### src/rtl/eight_to_thirty_two_pkg.sv
// Shared types and sizing for the byte-to-word deserializer.
package eight_to_thirty_two_pkg;

  localparam int BYTE_W      = 8;
  localparam int WORD_W      = 32;
  localparam int NUM_BYTES   = WORD_W / BYTE_W;
  localparam int GAP_W       = 4;
  localparam int TIMEOUT_DEF = 4;

  typedef enum logic [1:0] {
    IDLE = 2'd0,
    GOT1 = 2'd1,
    GOT2 = 2'd2,
    GOT3 = 2'd3
  } state_e;

endpackage

### src/rtl/gap_timer.sv
// Counts consecutive enabled cycles; pulses expire_o on the cycle the count would reach LIMIT.
module gap_timer #(
  parameter int          W     = 4,
  parameter logic [W-1:0] LIMIT = 4'd4
) (
  input  logic clk,
  input  logic rst_n,
  input  logic clr_i,
  input  logic en_i,
  output logic expire_o
);

  logic [W-1:0] cnt_q, cnt_d;

  assign expire_o = en_i && !clr_i && (cnt_q == LIMIT - W'(1));

  always_comb begin
    cnt_d = cnt_q;
    if (clr_i || expire_o) cnt_d = '0;
    else if (en_i)         cnt_d = cnt_q + W'(1);
  end

  always_ff @(posedge clk or negedge rst_n) begin
    if (!rst_n) cnt_q <= '0;
    else        cnt_q <= cnt_d;
  end

endmodule

### src/rtl/eight_to_thirty_two.sv
// Assembles an MSB-first byte stream into 32-bit words, aborting partial words on a gap timeout.
module eight_to_thirty_two
  import eight_to_thirty_two_pkg::*;
#(
  parameter int TIMEOUT = TIMEOUT_DEF
) (
  input  logic              div_8_clk,
  input  logic              rst_n,
  input  logic              rx_valid,
  input  logic [BYTE_W-1:0] data_in,
  output logic [WORD_W-1:0] data_out,
  output logic              word_valid,
  output logic              frame_err
);

  localparam int HOLD_N = NUM_BYTES - 1;

  state_e                           state_q, state_d;
  logic [HOLD_N-1:0][BYTE_W-1:0]    held_q, held_d;
  logic [WORD_W-1:0]                dout_q, dout_d;
  logic                             wv_q, wv_d;
  logic                             fe_q, fe_d;
  logic                             gap_clr, gap_en, expire;

  // Gap timing only runs while a partial word is held and no byte arrives.
  assign gap_clr = rx_valid || (state_q == IDLE);
  assign gap_en  = !gap_clr;

  gap_timer #(
    .W     (GAP_W),
    .LIMIT (GAP_W'(TIMEOUT))
  ) u_gap (
    .clk      (div_8_clk),
    .rst_n    (rst_n),
    .clr_i    (gap_clr),
    .en_i     (gap_en),
    .expire_o (expire)
  );

  // Lane i captures in the state holding (HOLD_N-1-i) bytes; lane HOLD_N-1 is the MSB.
  for (genvar i = 0; i < HOLD_N; i++) begin : g_lane
    localparam logic [1:0] LANE_ST = 2'(HOLD_N - 1 - i);
    logic cap;
    assign cap       = rx_valid && (state_q == state_e'(LANE_ST));
    assign held_d[i] = expire ? '0 : (cap ? data_in : held_q[i]);
  end

  always_comb begin
    state_d = state_q;
    dout_d  = dout_q;
    wv_d    = 1'b0;
    fe_d    = 1'b0;
    unique case (state_q)
      IDLE: if (rx_valid) state_d = GOT1;
      GOT1: begin
        if (rx_valid)    state_d = GOT2;
        else if (expire) begin state_d = IDLE; fe_d = 1'b1; end
      end
      GOT2: begin
        if (rx_valid)    state_d = GOT3;
        else if (expire) begin state_d = IDLE; fe_d = 1'b1; end
      end
      GOT3: begin
        if (rx_valid) begin
          state_d = IDLE;
          wv_d    = 1'b1;
          dout_d  = {held_q, data_in};
        end else if (expire) begin
          state_d = IDLE;
          fe_d    = 1'b1;
        end
      end
      default: state_d = IDLE;
    endcase
  end

  always_ff @(posedge div_8_clk or negedge rst_n) begin
    if (!rst_n) begin
      state_q <= IDLE;
      held_q  <= '0;
      dout_q  <= '0;
      wv_q    <= 1'b0;
      fe_q    <= 1'b0;
    end else begin
      state_q <= state_d;
      held_q  <= held_d;
      dout_q  <= dout_d;
      wv_q    <= wv_d;
      fe_q    <= fe_d;
    end
  end

  assign data_out   = dout_q;
  assign word_valid = wv_q;
  assign frame_err  = fe_q;

endmodule

### config.mk
export PLATFORM = sky130hd
export DESIGN_NAME = eight_to_thirty_two
export DESIGN_NICKNAME = d
export VERILOG_FILES = /design/src/rtl/eight_to_thirty_two_pkg.sv /design/src/rtl/gap_timer.sv /design/src/rtl/eight_to_thirty_two.sv
export SDC_FILE = /design/constraint.sdc
export NUM_CORES = 1
export LEC_CHECK = 0
export BUFFER_PORTS_ARGS = -buffer_cell sky130_fd_sc_hd__buf_2
export CAP_MARGIN = 10
export CORE_MARGIN = 2
export CORE_UTILIZATION = 39
export DETAILED_ROUTE_END_ITERATION = 7
export HOLD_SLACK_MARGIN = 0.1
export PLACE_DENSITY = 0.56
export SKIP_LAST_GASP = 1
export SYNTH_ARGS = -nofsm -noshare
export SYNTH_HDL_FRONTEND = slang
export SYNTH_HIERARCHICAL = 1
export SYNTH_SLANG_ARGS = --single-unit
### constraint.sdc
create_clock -name div_8_clk -period 5.8 [get_ports div_8_clk]
set_clock_uncertainty 0.15 [all_clocks]
set_input_delay 0 -clock div_8_clk [delete_from_list [all_inputs] [get_ports div_8_clk]]
set_output_delay 0 -clock div_8_clk [all_outputs]
set_load 0.01 [all_outputs]
# == Yosys cells after proc, flatten, opt, wreduce, memory -nomap -nowiden ==
# Cells that the tools add are included.
# classes
n_addsub,1
eq_ne,6
n_reduce_logical,13
muxes,19
# ops
operator,n
two-way mux 8 bit,6
two-way mux 2 bit,5
two-way mux 4 bit,2
case mux 2 bit (4 select lines),1
nonzero test 2 bit,3
two-way mux 1 bit,5
"adder 4 x 1 -> 4 bit, second input constant",1
"== test 2 bit, second input constant",2
"== test 4 x 2 -> 1 bit, second input constant",1
logical AND 1 bit,4
"inequality test 2 bit, second input constant",2
OR reduction 3 bit,1
"== test 2 x 1 -> 1 bit, second input constant",1
zero test 2 bit,1
logical OR 1 bit,2
AND reduction 2 bit,1
zero test 1 bit,1
# totals
output_inout_bits,34
word_cells,47
input_bits,11
regBits,64

# == Depth between registers and ports, before layout ==
# Gate-level depths: netlist (run 1).
# depth
depth_word,7
mapped_depth,8

# == By module ==
# The synthesis (run 1) kept the hierarchy.
# modules_own_cells
module,n_inst,seq_area_each_um2,area_each_um2,cells_each
eight_to_thirty_two,1,1501.4,2468.6,172
gap_timer,1,100.1,207.7,18

# == Worst setup path before layout (run 1) ==
# No wires, ideal clock.
# synth_path
path_type,register to register
startpoint,register state_q[0]
endpoint,register state_q[0]
path_buffers,1
setup_slack_ns,3.682
path_stages_with_launch,8
t_required_ns,5.525
t_arrival_ns,1.844
setup_time_ns,0.125
path_cell_list,dfrtp_1 > o21bai_1 > inv_1 > nand2_2 > nor4_1 > clkbuf_1 > nor2_1 > mux2_2
# synth_between
elab_chain_len,7
# synth_lines
item,line,source
start: declaration,eight_to_thirty_two.sv:18,"state_e state_q, state_d;"
start signal: assignment,eight_to_thirty_two.sv:85,state_q <= state_d;
zero test 2 bit *,eight_to_thirty_two.sv:26,assign gap_clr = rx_valid || (state_q == IDLE);
logical OR 1 bit *,eight_to_thirty_two.sv:26,
named net gap_clr,eight_to_thirty_two.sv:23,"logic gap_clr, gap_en, expire;"
zero test 1 bit *,eight_to_thirty_two.sv:27,assign gap_en = !gap_clr;
named net gap_en,eight_to_thirty_two.sv:23,
logical AND 1 bit *,gap_timer.sv:15,assign expire_o = en_i && !clr_i && (cnt_q == LIMIT - W'(1));
named net expire,eight_to_thirty_two.sv:23,
two-way mux 2 bit *,--,
two-way mux 2 bit (on tied branches),--,
case mux 2 bit (4 select lines) *,eight_to_thirty_two.sv:53,unique case (state_q)
# Mark *: on every way through the listed nets, which the timed path passes. The rest lies on a longest branch.
# A chain may end at the register's enable or synchronous reset.

# == Final worst setup path (run 1) ==
# layout_path
startpoint,register state_q[0]
endpoint,register held_q[5] (netlist bit)
# layout_between
elab_chain_len,5
# layout_lines
item,line,source
zero test 2 bit *,eight_to_thirty_two.sv:26,
logical OR 1 bit *,eight_to_thirty_two.sv:26,
named net gap_clr,eight_to_thirty_two.sv:23,
zero test 1 bit *,eight_to_thirty_two.sv:27,
named net gap_en,eight_to_thirty_two.sv:23,
logical AND 1 bit *,gap_timer.sv:15,
named net expire,eight_to_thirty_two.sv:23,
two-way mux 8 bit or nonzero test 2 bit (tied branches),--,
end signal: assignment,eight_to_thirty_two.sv:86,held_q <= held_d;
end: declaration,eight_to_thirty_two.sv:19,"logic [HOLD_N-1:0][BYTE_W-1:0] held_q, held_d;"
# Marks and branches as above.

==> impl_metrics.json, run 1 <==
{
  "drive_gt1_share_pct": 39.0,
  "grt_max_degree": 65,
  "clockBufferDepth": 2,
  "synth_top_area_share_pct": 59.8,
  "synth_cells": 190,
  "grt.overflow.total": 0,
  "grt_pass1_wl_mm": 7.96,
  "drc": 0,
  "synth.yosys.seq_area_share_pct": 59.8,
  "syn_area_mm2": 0.00268,
  "hold_viol": 0,
  "ys_ff_latch": 64,
  "cp_max_fo": 26,
  "worst_pin_slew_ps": 856,
  "wire_per_inst_um": 14.6,
  "grt_pass1_vias": 1591,
  "synth.area.top_cells": "dfrtp_1 (60%), mux2_2 (14%), mux2i_1 (9.4%)",
  "powerDensity_mw_per_mm2": 490,
  "setup.worst_path.end_class": "flip-flop",
  "dieArea_mm2": 0.00754,
  "pre_cts_slack_ps": 3360,
  "antenna_found_initial": 0,
  "yosys.cell_types.count": 23,
  "final_nets": 259,
  "fmax_ghz": 0.417,
  "ys_warn_count": 6,
  "fin_crit_ps": 2400,
  "cts_inserted_buffers": 9,
  "vias_per_cell": 4.76,
  "min_period_over_period_pct": 41.3,
  "die_h_um": 86.8,
  "slew_headroom_pct": 42.8,
  "cts_tree": "built",
  "core_mm2": 0.00672,
  "worstRegToRegCells": 7,
  "postCtsSetupBuffers": 0,
  "required_ps": 5840,
  "crit_arrival_ps": 2440,
  "cts.sinks": 64,
  "syn-mean-instance-area_um2": 14.1,
  "start_util_pct": 39.8,
  "place_congestion": 0.706,
  "core.rowCount": 30,
  "finalSetupTns_ps": 0,
  "path_class": "reg -> reg",
  "yosysTopAreaCell": "dfrtp_1",
  "dp.final_hpwl_mm": 3.07,
  "leakage_nw": 1.62,
  "num_vias": 1577,
  "layout.cells.non_filler": 331,
  "ios": 45,
  "htreeDepth": 3,
  "cp-start-kind": "flip-flop",
  "io_buffers": 44,
  "clock_latency_ps": 330,
  "hp-class": "in -> async",
  "drv_slew": 0,
  "antennaDiodeCount": 0,
  "syn-num-nets": 202,
  "setup_viol": 0,
  "wirelength_mm": 4.83,
  "maxCapViolCount": 0,
  "grt_usage_pct": 14.1,
  "fp.dieW_um": 86.8,
  "ir_drop_mv": 0.175,
  "rsz0062_at_grt": "no",
  "place_inst": 306,
  "clk_pin_slew_ps": 70,
  "fin_ws_ps": 3400,
  "status": "finished, final reports clean",
  "ctsRootBufferMaster": "clkbuf_8",
  "drt_iter0_drc": 73,
  "syn2layout_area_growth_pct": 22.0,
  "antenna_left": 0,
  "drt-pass1-iter-count": 4
}
[sequential cells by signal, summed over array words and instances, names as in the netlist]
| name | flops |
|---|---|
| held_q | 24 |
| word_valid | 1 |
| frame_err | 1 |
| data_out | 32 |
| state_q | 2 |
| u_gap/cnt_q | 4 |
[path summary, 6_finish.rpt]
kind / startpoint / slack, ps / end
worst max-delay path: state_q[0]$_DFFE_PN0P_ / 3400 / held_q[5]$_DFFE_PN0P_
worst min-delay path: rst_n / 210 / data_out[19]$_DFFE_PN0P_
worst max register to register: state_q[0]$_DFFE_PN0P_ / 3400 / held_q[5]$_DFFE_PN0P_
worst min register to register: data_out[24]$_DFFE_PN0P_ / 350 / data_out[24]$_DFFE_PN0P_
max in group asynchronous: rst_n / 4750 / u_gap/cnt_q[1]$_DFFE_PN0P_
min in group div_8_clk: data_in[5] / 310 / data_out[5]$_DFFE_PN0P_
[where the power goes]
group	internal (W)	switching [W]	total (W)
Sequential	0.000640	0.000103	0.000743
Clock	0.000263	0.000159	0.000422
Combinational	0.000234	0.000200	0.000435
Total	0.00114	0.000462	0.00160
[placed cells by master, fill, tap and decap left out, drive strengths merged]
cell type / n
bufinv: 2
xnor2: 1
dlygate4sd3: 10
inv: 5
or3b: 1
and3b: 1
mux2: 34
nor2: 6
xor2: 2
o21bai: 1
nand2b: 32
o21ai: 1
buf: 46
nand2: 1
nor4: 1
clkbuf: 12
nand4: 1
mux2i: 25
o31ai: 1
ha: 1
clkinv: 1
nand3b: 1
dfrtp: 64
nand3: 1
[worst max-delay path, cell delays in order, from the launching register on]
cell	delay, ps
dfrtp_1	430
o21bai_1	160
inv_1	170
nand2_2	120
nor4_2	560
buf_4	360
nand2b_1	210
mux2i_1	100
[timing repair]
action	in CTS	in global routing
gates resized for setup	0	0
endpoints found under the hold margin	99	0
endpoints found under the setup margin	0	0
hold buffers	10	0
[metrics by stage]
step / hold slack [ps] / util [%] / total power, W / area (µm²)
3_5_place_dp: 81.2 / 43.8 / 0.00119 / 2940
2_1_floorplan: -446 / - / 0.00101 / 2680
4_1_cts: 257 / 48.6 / 0.00162 / 3260
3_3_place_gp: 88.4 / 43.8 / 0.00118 / 2940
5_1_grt: 308 / 48.6 / 0.00171 / 3260
6_report: 210 / 48.6 / 0.00160 / 3260
[cell families (layout without fill, tap and decap cells)]
logic type,after synthesis,after routing,synth area share (%)
AO/OA/AOI/OAI,3,3,1.26
XOR/XNOR,3,3,0.982
adder cells (fa/ha/maj),1,1,0.467
buffers and inverters,15,76,3.46
flip-flops,64,64,59.8
multiplexers,59,59,23.7
AND/OR/NAND/NOR,45,45,10.3
[cells in the mapped netlist]
library cell and n:
xor2_1 2, nand4_1 1, ha_1 1, buf_6 4, nand2_2 1, o21bai_1 1
clkbuf_1 3, dfrtp_1 64, nor4_1 1, mux2_2 34, inv_1 5, or3b_1 1
and3b_1 1, nor2_1 6, o21ai_0 1, buf_2 2, buf_4 1, mux2i_1 25
o31ai_4 1, nand3_2 1, nand3b_1 1, nand2b_1 32, xnor2_1 1
[layer usage]
metal | track usage (%) | up-vias | wire [µm] | share of wire (%)
li1 | - | 762 | - | -
met1 | 19.5 | 774 | 2350 | 49
met2 | 20.8 | 31 | 2210 | 46
met3 | 3.43 | 10 | 169 | 3.5
met4 | 6.82 | 0 | 94 | 1.9
met5 | 0 | - | 0 | 0
[layout make-up]
class / instances / area (µm²)
fill: 596 / 3450
sequential: 64 / 1600
multi-input combinational: 111 / 988
timing repair buffer: 56 / 335
clock buffer: 12 / 155
tap: 80 / 100
clock inverter: 3 / 65.1
inverter: 5 / 18.8
(Power assumes the default switching activity.)
==> inputs of run 2 (changes only) <==
- ABC_AREA: unset -> 1
- clock period: 5.8 -> 2.5 ns (I/O delays scaled with it)
==> impl_metrics.json, run 2 <==
{
  "setup_viol": 0,
  "fillers": 685,
  "cpMostUsedCell": "dlygate4sd3_1",
  "syn_area_mm2": 0.00271,
  "hold_slack_ps": 284,
  "clock_latency_ps": 330,
  "synthSimpleGateAreaFrac_pct": 27.2,
  "ys_warn_count": 6,
  "cts_inserted_buffers": 9,
  "clockBufferDepth": 2,
  "fp.dieW_um": 87.3,
  "core_mm2": 0.00676,
  "fmax_ghz": 0.461,
  "power.share.sequential_pct": 49.1,
  "path_class": "in -> async",
  "ir_drop_mv": 0.482,
  "ios": 45,
  "r2r_slack_ps": 580,
  "powerDensity_mw_per_mm2": 1050,
  "drt-pass1-iter-count": 4,
  "required_ps": 2760,
  "synth_xor_area_share_pct": 0.647,
  "cp-start-kind": "input port",
  "grt.overflow.total": 0,
  "largest_reg_flops": 32,
  "synth_common_cells": "nand2_1 (114), dfrtp_1 (64), o21ai_0 (32), nand3_1 (27), nor2_1 (18)",
  "grt_pass1_vias": 1986,
  "hold_viol": 0,
  "syn-num-nets": 317,
  "synth.area.top_cells": "dfrtp_1 (59%), nand2_1 (16%), o21ai_0 (5.9%)",
  "drc": 0,
  "maxCapViolCount": 0,
  "switchingPower_w": 0.00114,
  "synthArstFlopShare_pct": 100,
  "slowest_delay_ps": 1030,
  "leakage_nw": 1.78,
  "drive_gt1_share_pct": 20.5,
  "wire_per_inst_um": 13.0,
  "yosysTopAreaCell": "dfrtp_1",
  "syn2layout_area_growth_pct": 20.8,
  "synthAdderAreaFrac_pct": 0.462,
  "p_int_w": 0.00230,
  "rsz0062_at_grt": "no",
  "dp.final_hpwl_mm": 3.69,
  "drt_iter0_drc": 75,
  "io_buffers": 44,
  "synth_edf_count": 0,
  "start_util_pct": 40.1,
  "worst_pin_slew_ps": 641,
  "slew_headroom_pct": 57.1,
  "cts.sinks": 64,
  "wirelength_mm": 5.77,
  "syn-mean-instance-area_um2": 8.88,
  "power.share.clock_pct": 23.1,
  "finalSetupTns_ps": 0,
  "fin_crit_ps": 2170,
  "synth.yosys.seq_area_share_pct": 59.1,
  "grt_pass1_wl_mm": 9.65,
  "core.rowCount": 30,
  "antennaDiodeCount": 0,
  "antenna_left": 0,
  "num_vias": 2120,
  "antenna_found_initial": 0,
  "synth_ff_type": "dfrtp_1",
  "setup.worst_path.end_class": "asynchronous set/reset pin",
  "cpMaxStageDelayCell": "dlygate4sd3_1",
  "layout_commonest_cell": "nand2_1",
  "hp-class": "in -> reg",
  "ctsResizeCount": 0,
  "cts_tree": "built",
  "vias_per_cell": 4.76,
  "combPwrFrac_pct": 27.8,
  "yosys.cell_types.count": 24,
  "htreeDepth": 3,
  "yosysMostFrequentCell": "nand2_1",
  "ys_ff_latch": 64,
  "final_cell_mix": "nand2_1 (114), dfrtp_1 (64), buf_2 (44)",
  "holdPathStages": 4,
  "status": "finished, final reports clean",
  "synth_top_family_by_area": "simple AND/OR/NAND/NOR gates",
  "crit_arrival_ps": 2430,
  "final_nets": 376,
  "ctsRootBufferMaster": "clkbuf_8",
  "synth_top_area_share_pct": 59.1,
  "die_h_um": 87.3,
  "grt_usage_pct": 16.8,
  "synthMuxAreaShare_pct": 0,
  "dieArea_mm2": 0.00762,
  "min_period_over_period_pct": 86.8,
  "cp_max_fo": 16,
  "cp_cell_sequence": "dlygate4sd3_1, dlygate4sd3_1, buf_2, dlygate4sd3_1",
  "drv_slew": 0,
  "synth-compound-area-share_pct": 6.70,
  "synth_cells": 305,
  "grt_max_degree": 37,
  "sw_frac_of_total_pct": 33.2,
  "clk_pin_slew_ps": 60,
  "worstRegToRegCells": 9,
  "place_congestion": 0.776
}
[run 2: what timing repair did]
item,CTS,global route
hold buffers,12,0
hold endpoints to repair,99,0
buffers inserted,0,0
[run 2: layout make-up]
| type | instances | area, µm² | share of cell area (%) |
|---|---|---|---|
| clock buffers | 10 | 128 | 3.90 |
| clock inverters | 2 | 35.0 | 1.07 |
| inverters | 18 | 67.6 | 2.07 |
| multi-input cells | 210 | 948 | 29.0 |
| flip-flops and latches | 64 | 1600 | 49.0 |
| well taps | 80 | 100 | 3.06 |
| repair buffers | 61 | 390 | 11.9 |
[run 2: critical path: cells and delay by family]
family,cells,cell delay [ps]
buffers and inverters,4,2420
[run 2: metrics by stage]
step | instance area (µm²) | instances | total power, W | utilization, % | setup WS (ps)
5_1_grt | 3270 | 445 | 0.00372 | 48.4 | 120
4_1_cts | 3270 | 445 | 0.00349 | 48.4 | 263
2_1_floorplan | 2710 | 305 | 0.00226 | - | 471
3_3_place_gp | 2990 | 421 | 0.00265 | 44.2 | 631
3_5_place_dp | 2990 | 421 | 0.00266 | 44.2 | 602
6_report | 3270 | 445 | 0.00344 | 48.4 | 330
[run 2: path summary, 6_finish.rpt]
check | start | endpoint
setup / recovery | rst_n | held_q[20]$_DFFE_PN0P_
hold / removal | data_in[2] | data_out[2]$_DFFE_PN0P_
setup reg to reg | state_q[1]$_DFFE_PN0P_ | state_q[1]$_DFFE_PN0P_
hold reg to reg | held_q[0]$_DFFE_PN0P_ | data_out[8]$_DFFE_PN0P_
max in group div_8_clk | state_q[1]$_DFFE_PN0P_ | state_q[1]$_DFFE_PN0P_
min in group asynchronous | rst_n | held_q[18]$_DFFE_PN0P_
[run 2: kinds of logic (layout without fill, tap and decap cells)]
group	Yosys count	after routing
adders and majority gates	1	1
DFF	64	64
buffers and inverters	31	91
AOI/OAI and AO/OA	35	35
and+or+nand+nor	172	172
xor gates and xnor gates	2	2
[run 2: power groups by stage]
stage	combinational, W	clock, W	sequential [W]
floorplan	0.000469	0	0.00179
global placement	0.000947	0	0.00170
detailed placement	0.000961	0	0.00170
CTS	0.000976	0.000826	0.00169
global route	0.00110	0.000875	0.00174
finish	0.000955	0.000793	0.00169
[run 2: routing by layer]
metal	wire [µm]	track usage [%]	up-vias
li1	-	-	1079
met1	2820	22.4	991
met2	2610	25.7	41
met3	217	4.17	9
met4	119	7.55	0
met5	0	0	-
==> inputs of run 3 (changes only) <==
- CTS_CLUSTER_SIZE: unset -> 8
- SETUP_SLACK_MARGIN: unset -> 0.4
==> impl_metrics.json, run 3 (synthesized netlist as in run 2, its figures left out) <==
{
  "drv_slew": 0,
  "fmax_ghz": 0.512,
  "crit_arrival_ps": 2200,
  "final_cell_mix": "nand2_1 (114), dfrtp_1 (64), buf_2 (44)",
  "power.share.clock_pct": 23.1,
  "place_area_mm2": 0.00299,
  "slew_headroom_pct": 54.1,
  "core_mm2": 0.00676,
  "cts_hold_buf": 13,
  "cpLargestDelayFamily": "buffers and inverters",
  "cpMaxStageDelayCell": "dlygate4sd3_1",
  "setup.worst_path.end_class": "asynchronous set/reset pin",
  "clockBufferDepth": 2,
  "drive_gt1_share_pct": 20.5,
  "switchingPower_w": 0.00114,
  "ctsRootBufferMaster": "clkbuf_8",
  "core.rowCount": 30,
  "cts_inserted_buffers": 9,
  "antennaDiodeCount": 0,
  "combPwrFrac_pct": 27.8,
  "final_nets": 377,
  "sw_frac_of_total_pct": 33.2,
  "htreeDepth": 3,
  "antenna_found_initial": 0,
  "drc": 0,
  "grt_max_degree": 37,
  "holdPathStages": 4,
  "fillers": 681,
  "wirelength_mm": 5.80,
  "ctsResizeCount": 0,
  "fin_crit_ps": 1950,
  "drt-pass1-iter-count": 4,
  "cts_tree": "built",
  "ir_drop_mv": 0.481,
  "cpMostUsedCell": "dlygate4sd3_1",
  "largest_reg_flops": 32,
  "cp.depth": 4,
  "grt_usage_pct": 16.8,
  "start_util_pct": 40.1,
  "fp.dieW_um": 87.3,
  "hold_viol": 0,
  "grt_pass1_vias": 1986,
  "setup_viol": 0,
  "clock_latency_ps": 330,
  "die_h_um": 87.3,
  "hp-class": "in -> reg",
  "maxCapViolCount": 0,
  "cp_max_fo": 14,
  "rsz0062_at_grt": "no",
  "powerDensity_mw_per_mm2": 1050,
  "power.share.sequential_pct": 49.1,
  "slowest_delay_ps": 1000,
  "grt.overflow.total": 0,
  "postCtsSetupBuffers": 0,
  "cp_num_buf_inv": 4,
  "fin_area_mm2": 0.00328,
  "grt_pass1_wl_mm": 9.69,
  "power.total_w": 0.00344,
  "status": "finished, final reports clean",
  "layout_commonest_cell": "nand2_1",
  "finalSetupTns_ps": 0,
  "required_ps": 2740,
  "p_int_w": 0.00230,
  "io_buffers": 44,
  "dieArea_mm2": 0.00762,
  "cp_cell_sequence": "dlygate4sd3_1, dlygate4sd3_1, buf_2, dlygate4sd3_1",
  "cp-start-kind": "input port",
  "drt_iter0_drc": 75,
  "ios": 45,
  "min_period_over_period_pct": 78.1,
  "syn2layout_area_growth_pct": 21.2,
  "place_congestion": 0.776,
  "wire_per_inst_um": 13.0,
  "clk_pin_slew_ps": 60,
  "path_class": "in -> async",
  "worstRegToRegCells": 9,
  "leakage_nw": 1.79,
  "antenna_left": 0,
  "num_vias": 2130,
  "worst_pin_slew_ps": 686,
  "cts.sinks": 64,
  "vias_per_cell": 4.78,
  "dp.final_hpwl_mm": 3.69
}
## run 3: changes by cell type in the layout (fill, tap and decap cells not counted), sizes merged
| cell | delta |
|---|---|
| dlygate4sd3 | +1 |
## run 3: final timing paths
path                                         from                    endpoint  slack, ps
setup / recovery                            rst_n    data_out[13]$_DFFE_PN0P_        550
hold / removal                         data_in[2]     data_out[2]$_DFFE_PN0P_        280
setup reg to reg           state_q[1]$_DFFE_PN0P_      state_q[1]$_DFFE_PN0P_        570
hold reg to reg             held_q[0]$_DFFE_PN0P_     data_out[8]$_DFFE_PN0P_        330
max in group div_8_clk     state_q[1]$_DFFE_PN0P_      state_q[1]$_DFFE_PN0P_        570
min in group asynchronous                   rst_n  u_gap/cnt_q[0]$_DFFE_PN0P_        560
## run 3: cell type report
type	count	area (µm²)	share of cell area, %
Inverter	18	67.6	2.06
Sequential cell	64	1600	48.8
Clock buffer	10	128	3.89
Clock inverter	2	35.0	1.07
Multi-Input combinational cell	210	948	28.9
Timing Repair Buffer	62	400	12.2
Tap cell	80	100	3.05
## run 3: worst register-to-register path: cells and delay by family, from the launching register on
kind	cells	cell delay [ps]
flops	1	480
simple gates	6	690
buf+inv	3	490
## run 3: layer usage
layer  vias up  GRT usage [%]  routed length (µm)
li1       1080              -                   -
met3         9           4.17                 232
met2        42           26.0                2610
met5         -              0                   0
met4         0           7.55                 119
met1       999           22.4                2840
## run 3: stage by stage
stage | util [%] | std cells | setup slack, ps | hold slack, ps
2_1_floorplan | - | 305 | 471 | -446
3_3_place_gp | 44.2 | 421 | 631 | -77.4
3_5_place_dp | 44.2 | 421 | 602 | -68.1
4_1_cts | 48.6 | 446 | 512 | 267
5_1_grt | 48.6 | 446 | 404 | 287
6_report | 48.6 | 446 | 548 | 284
## run 3: power groups by stage
stage               registers, W  logic (W)  clock network [W]
floorplan                0.00179   0.000469                  0
global placement         0.00170   0.000947                  0
detailed placement       0.00170   0.000961                  0
CTS                      0.00169   0.000977           0.000826
global route             0.00174    0.00110           0.000875
finish                   0.00169   0.000957           0.000794
